--- src/rtl/uart_tx_if.sv ---
// rtl/uart_tx_if.sv - processor-side handshake and serial line bundle for uart_tx
// Optional macro UART_TX_PARITY_EN adds the parity_odd request bit.
interface uart_tx_if #(
  parameter int DBIT = 8
);
  logic            tx_start;
  logic [DBIT-1:0] din;
`ifdef UART_TX_PARITY_EN
  logic            parity_odd;
`endif
  logic            tx;
  logic            tx_busy;
  logic            tx_done_tick;

`ifdef UART_TX_PARITY_EN
  modport master (output tx_start, din, parity_odd, input tx, tx_busy, tx_done_tick);
  modport slave  (input tx_start, din, parity_odd, output tx, tx_busy, tx_done_tick);
`else
  modport master (output tx_start, din, input tx, tx_busy, tx_done_tick);
  modport slave  (input tx_start, din, output tx, tx_busy, tx_done_tick);
`endif
endinterface

--- src/rtl/uart_tx.sv ---
// rtl/uart_tx.sv - 8N1 UART transmitter paced by a 16x oversampling tick
// Optional macro UART_TX_PARITY_EN inserts a parity bit (8E1, or odd via parity_odd).
module uart_tx #(
  parameter int DBIT       = 8,
  parameter int OVERSAMPLE = 16,
  parameter int SB_TICK    = 16
) (
  input  logic     clk,
  input  logic     reset_n,
  input  logic     s_tick,
  uart_tx_if.slave bus
);
  localparam int BW = (DBIT > 1) ? $clog2(DBIT) : 1;
  localparam logic [4:0]    OS_LAST  = 5'(OVERSAMPLE - 1);
  localparam logic [4:0]    SB_LAST  = 5'(SB_TICK - 1);
  localparam logic [BW-1:0] BIT_LAST = BW'(DBIT - 1);

`ifdef UART_TX_PARITY_EN
  typedef enum logic [2:0] {IDLE, START, DATA, PARITY, STOP} state_t;
`else
  typedef enum logic [2:0] {IDLE, START, DATA, STOP} state_t;
`endif

  state_t          state_q, state_d;
  logic [4:0]      tick_q, tick_d;
  logic [BW-1:0]   bit_q, bit_d;
  logic [DBIT-1:0] shreg_q, shreg_d;
  logic            tx_q, tx_d;
  logic            busy_q, busy_d;
  logic            done_q, done_d;
`ifdef UART_TX_PARITY_EN
  logic            par_q, par_d;
`endif

  always_comb begin
    state_d = state_q;
    tick_d  = tick_q;
    bit_d   = bit_q;
    shreg_d = shreg_q;
    busy_d  = busy_q;
    done_d  = 1'b0;
`ifdef UART_TX_PARITY_EN
    par_d   = par_q;
`endif
    case (state_q)
      IDLE: begin
        // a tick coinciding with acceptance is deliberately not counted
        if (bus.tx_start) begin
          shreg_d = bus.din;
          tick_d  = '0;
          busy_d  = 1'b1;
          state_d = START;
`ifdef UART_TX_PARITY_EN
          par_d   = (^bus.din) ^ bus.parity_odd;
`endif
        end
      end
      START: begin
        if (s_tick) begin
          if (tick_q == OS_LAST) begin
            tick_d  = '0;
            bit_d   = '0;
            state_d = DATA;
          end else begin
            tick_d = tick_q + 5'd1;
          end
        end
      end
      DATA: begin
        if (s_tick) begin
          if (tick_q == OS_LAST) begin
            tick_d  = '0;
            shreg_d = shreg_q >> 1;
            bit_d   = bit_q + 1'b1;
            if (bit_q == BIT_LAST) begin
`ifdef UART_TX_PARITY_EN
              state_d = PARITY;
`else
              state_d = STOP;
`endif
            end
          end else begin
            tick_d = tick_q + 5'd1;
          end
        end
      end
`ifdef UART_TX_PARITY_EN
      PARITY: begin
        if (s_tick) begin
          if (tick_q == OS_LAST) begin
            tick_d  = '0;
            state_d = STOP;
          end else begin
            tick_d = tick_q + 5'd1;
          end
        end
      end
`endif
      STOP: begin
        if (s_tick) begin
          if (tick_q == SB_LAST) begin
            tick_d  = '0;
            busy_d  = 1'b0;
            done_d  = 1'b1;
            state_d = IDLE;
          end else begin
            tick_d = tick_q + 5'd1;
          end
        end
      end
      default: state_d = IDLE;
    endcase

    // line level follows the next state so tx stays a clean register
    case (state_d)
      START:   tx_d = 1'b0;
      DATA:    tx_d = shreg_d[0];
`ifdef UART_TX_PARITY_EN
      PARITY:  tx_d = par_d;
`endif
      default: tx_d = 1'b1;
    endcase
  end

  always_ff @(posedge clk or negedge reset_n) begin
    if (!reset_n) begin
      state_q <= IDLE;
      tick_q  <= '0;
      bit_q   <= '0;
      shreg_q <= '0;
      tx_q    <= 1'b1;
      busy_q  <= 1'b0;
      done_q  <= 1'b0;
`ifdef UART_TX_PARITY_EN
      par_q   <= 1'b0;
`endif
    end else begin
      state_q <= state_d;
      tick_q  <= tick_d;
      bit_q   <= bit_d;
      shreg_q <= shreg_d;
      tx_q    <= tx_d;
      busy_q  <= busy_d;
      done_q  <= done_d;
`ifdef UART_TX_PARITY_EN
      par_q   <= par_d;
`endif
    end
  end

  assign bus.tx           = tx_q;
  assign bus.tx_busy      = busy_q;
  assign bus.tx_done_tick = done_q;
endmodule

--- src/flat_wrapper.sv ---
// flat-port wrapper written by rule: the top's interface ports become plain ports
module uart_tx_flat 
#(
  parameter int DBIT       = 8,
  parameter int OVERSAMPLE = 16,
  parameter int SB_TICK    = 16
)
  (clk, reset_n, s_tick, bus_tx_start, bus_din, bus_tx, bus_tx_busy, bus_tx_done_tick);
  uart_tx_if #(.DBIT(DBIT)) bus_i ();
  input  logic clk;
  input  logic reset_n;
  input  logic s_tick;
  input wire logic [$bits(bus_i.tx_start)-1:0] bus_tx_start;
  input wire logic [$bits(bus_i.din)-1:0] bus_din;
  output wire logic [$bits(bus_i.tx)-1:0] bus_tx;
  output wire logic [$bits(bus_i.tx_busy)-1:0] bus_tx_busy;
  output wire logic [$bits(bus_i.tx_done_tick)-1:0] bus_tx_done_tick;
  assign bus_i.tx_start = bus_tx_start;
  assign bus_i.din = bus_din;
  assign bus_tx = bus_i.tx;
  assign bus_tx_busy = bus_i.tx_busy;
  assign bus_tx_done_tick = bus_i.tx_done_tick;
  uart_tx #(.DBIT(DBIT), .OVERSAMPLE(OVERSAMPLE), .SB_TICK(SB_TICK)) u_core (.clk(clk), .reset_n(reset_n), .s_tick(s_tick), .bus(bus_i));
endmodule
--- config.mk ---
export PLATFORM = sky130hd
export DESIGN_NAME = uart_tx_flat
export DESIGN_NICKNAME = d
export VERILOG_FILES = /design/src/rtl/uart_tx_if.sv /design/src/rtl/uart_tx.sv /design/src/flat_wrapper.sv
export SDC_FILE = /design/constraint.sdc
export NUM_CORES = 1
export LEC_CHECK = 0
export BUFFER_PORTS_ARGS = -buffer_cell sky130_fd_sc_hd__buf_2
export CORE_ASPECT_RATIO = 0.9
export CORE_MARGIN = 3
export CORE_UTILIZATION = 55
export DETAILED_ROUTE_END_ITERATION = 10
export PLACE_DENSITY_LB_ADDON = 0.1
export SYNTH_ARGS = -nofsm -noshare
export SYNTH_HDL_FRONTEND = slang
export SYNTH_SLANG_ARGS = --single-unit
--- constraint.sdc ---
create_clock -name clk -period 2.25 [get_ports clk]
set_clock_uncertainty 0.15 [all_clocks]
set_input_delay 0.5625 -clock clk [delete_from_list [all_inputs] [get_ports clk]]
set_output_delay 0.5625 -clock clk [all_outputs]
set_load 0.02 [all_outputs]
==> impl_metrics.ini <==
[sta]
tns_ns = 0
timing.final.crit_share = 0.856
hold_violations = 0
final_max_slew_viol_count = 0
hold_ws_ns = 0.0423
setup_ws_ns = 0.324
rsz0062_at_grt = false
finalCriticalPeriod_ns = 1.93
setup_viol = 0
fmax_mhz = 519

[global_route]
grt.overflow.total = 0
grt_antenna_before_repair = 0
grt_max_degree = 23
grt_pass1_wl_mm = 3.53
grt_pass1_vias = 805
grt.total_usage = 0.178

[synth]
syn_nets = 125
seq_area_frac_synth = 0.497
synth_top_area_share = 0.473
syn-instance-count = 110
netlist_area_sq_um = 1110
synth_cell_type_count = 39
synth_top_flop_cell = dfrtp_1
synth_area_per_cell_sq_um = 10.1
synth.area.top_cells = dfrtp_1 (47%), nand2_1 (6.4%), a22oi_1 (4.1%)
yosys_warnings = 0
ys_ff_latch = 22
yosys.area.top_type = dfrtp_1
async_reset_ff_frac = 1.00
synth_edf_count = 0

[cells_and_area]
area_growth_pct = 11.7
nets = 142
antenna_cells = 0
fin_cells = 150
fin_area_sq_um = 1240
fin_util = 0.695
drive_gt1_frac = 0.214
fill_cells = 150

[worst_setup_path]
worstSetupPathType = flop to flop
end_kind = flop
slowest_stage = dfrtp_1
arrival_ns = 2.01
path_max_fanout = 14
worstSetupStartpointType = flop
cpPeakStageDelay_ns = 0.53
worstPathCellList = nor4b_2 -> o21ba_2 -> a221o_1 -> o31a_1
cp.required_ns = 2.34

[min_path]
min_path_type = input port to asynchronous set/reset pin

[placed_design]
dpl_cell_area_sq_um = 1200
gp_routability_congestion = 0.784
dp.cells = 146
post-dp-hpwl_mm = 1.53
port_buffers = 14
dp_slack_ns = 0.253

[clocking]
cts_tree = done
clkTransAtPathRegs_ns = 0.12
htree_levels = 1
cts_setup_buffers = 0
clk_latency_ns = 0.30
ctsHoldBuffers = 0
cts_inserted_buffers = 3
cts_buffer_depth = 2
clock-sinks = 22
cts_root_buf = clkbuf_4
post_cts_resized = 0

[drt]
drt_wl_total_mm = 2.02
wl_per_cell_um = 13.4
dr.pass1.iters = 4
final_antenna_net_count = 0
drtIter0Drc = 12
drcViolationCount = 0
num_vias = 865
vias_per_cell = 5.77

[floorplan]
boundaryPins = 15
dieHeight_um = 48.6
fp-row-count = 14
core_sq_um = 1790
die_area_sq_um = 2600
initial_core_util = 0.622
dieWidth_um = 53.4

[pwr]
ir_drop_mv = 0.526
total_power_mw = 0.739
p_per_area_nw_per_um2 = 596
p_leak_nw = 0.589

[job]
drv_cap = 0

[status]
outcome = finished, final reports clean
-- final timing paths --
check | from | to | slack (ns) | cells after the start
max | u_core.state_q[0]$_DFF_PN0_ | u_core.bus.tx$_DFF_PN1_ | 0.32 | 4
min | reset_n | u_core.tick_q[2]$_DFFE_PN0P_ | 0.04 | 1
max reg2reg | u_core.state_q[0]$_DFF_PN0_ | u_core.bus.tx$_DFF_PN1_ | 0.32 | 4
min reg2reg | u_core.shreg_q[1]$_DFFE_PN0P_ | u_core.shreg_q[1]$_DFFE_PN0P_ | 0.34 | 2
max in group asynchronous | reset_n | u_core.bus.tx$_DFF_PN1_ | 1.55 | 1
min in group clk | bus_din[7] | u_core.shreg_q[7]$_DFFE_PN0P_ | 0.31 | 3
-- registers in the layout, indices dropped and copies added (netlist names) --
name	count
u_core.state_q	3
u_core.bus.tx	1
u_core.bus.tx_done_tick	1
u_core.tick_q	5
u_core.shreg_q	8
u_core.bit_q	3
u_core.bus.tx_busy	1
-- cells by family after synthesis --
logic type,after synthesis,synth area share
other cells,1,0.00338
fa+ha+maj,3,0.0338
simple gates,42,0.199
mux,2,0.0180
flops,22,0.497
compound gates,31,0.205
buf+inv,8,0.0360
xor+xnor,1,0.00788
-- Yosys cell counts (2+ instances only) --
library cell  instances
a22o_1                4
o21ai_0               8
clkbuf_1              2
nand3_1               3
inv_1                 3
buf_2                 2
o21bai_1              2
a22oi_1               6
nor2_1                6
ha_1                  3
nand4_1               2
nand2_1              19
and3_1                2
dfrtp_1              21
mux2i_1               2
nor3b_1               2
-- critical path, delay by kind of cell (launching register included) --
kind	cells	cell delay [ns]
simple gates	1	0.33
compound gates	3	0.85
flops	1	0.53
-- layout make-up --
type	count	area [sq um]	share of cell area
clock buffer	4	36.3	0.0292
multi-input combinational	80	519	0.418
timing repair buffer	17	92.6	0.0746
tap	24	30.0	0.0242
sequential	22	552	0.445
inverter	3	11.3	0.00907
-- power breakdown --
part	switching, mW	internal (mW)
combinational	0.0430	0.0358
sequential	0.0227	0.426
clock	0.113	0.0987
total	0.179	0.561
-- cell usage in the layout (no fill, tap or decap), types with 4 or more instances in the layout --
cell / n
buf_2: 14
o21ai_0: 8
a22o_1: 4
dfrtp_1: 21
nor2_1: 6
a22oi_1: 6
nand2_1: 19
-- layer usage --
metal  routed length, um  global-route usage
met5                   0                   0
met4                  10              0.0298
met3                 103              0.0552
met2                 972               0.280
met1                 929               0.243
Note: power is estimated with default switching activity, not from simulation.
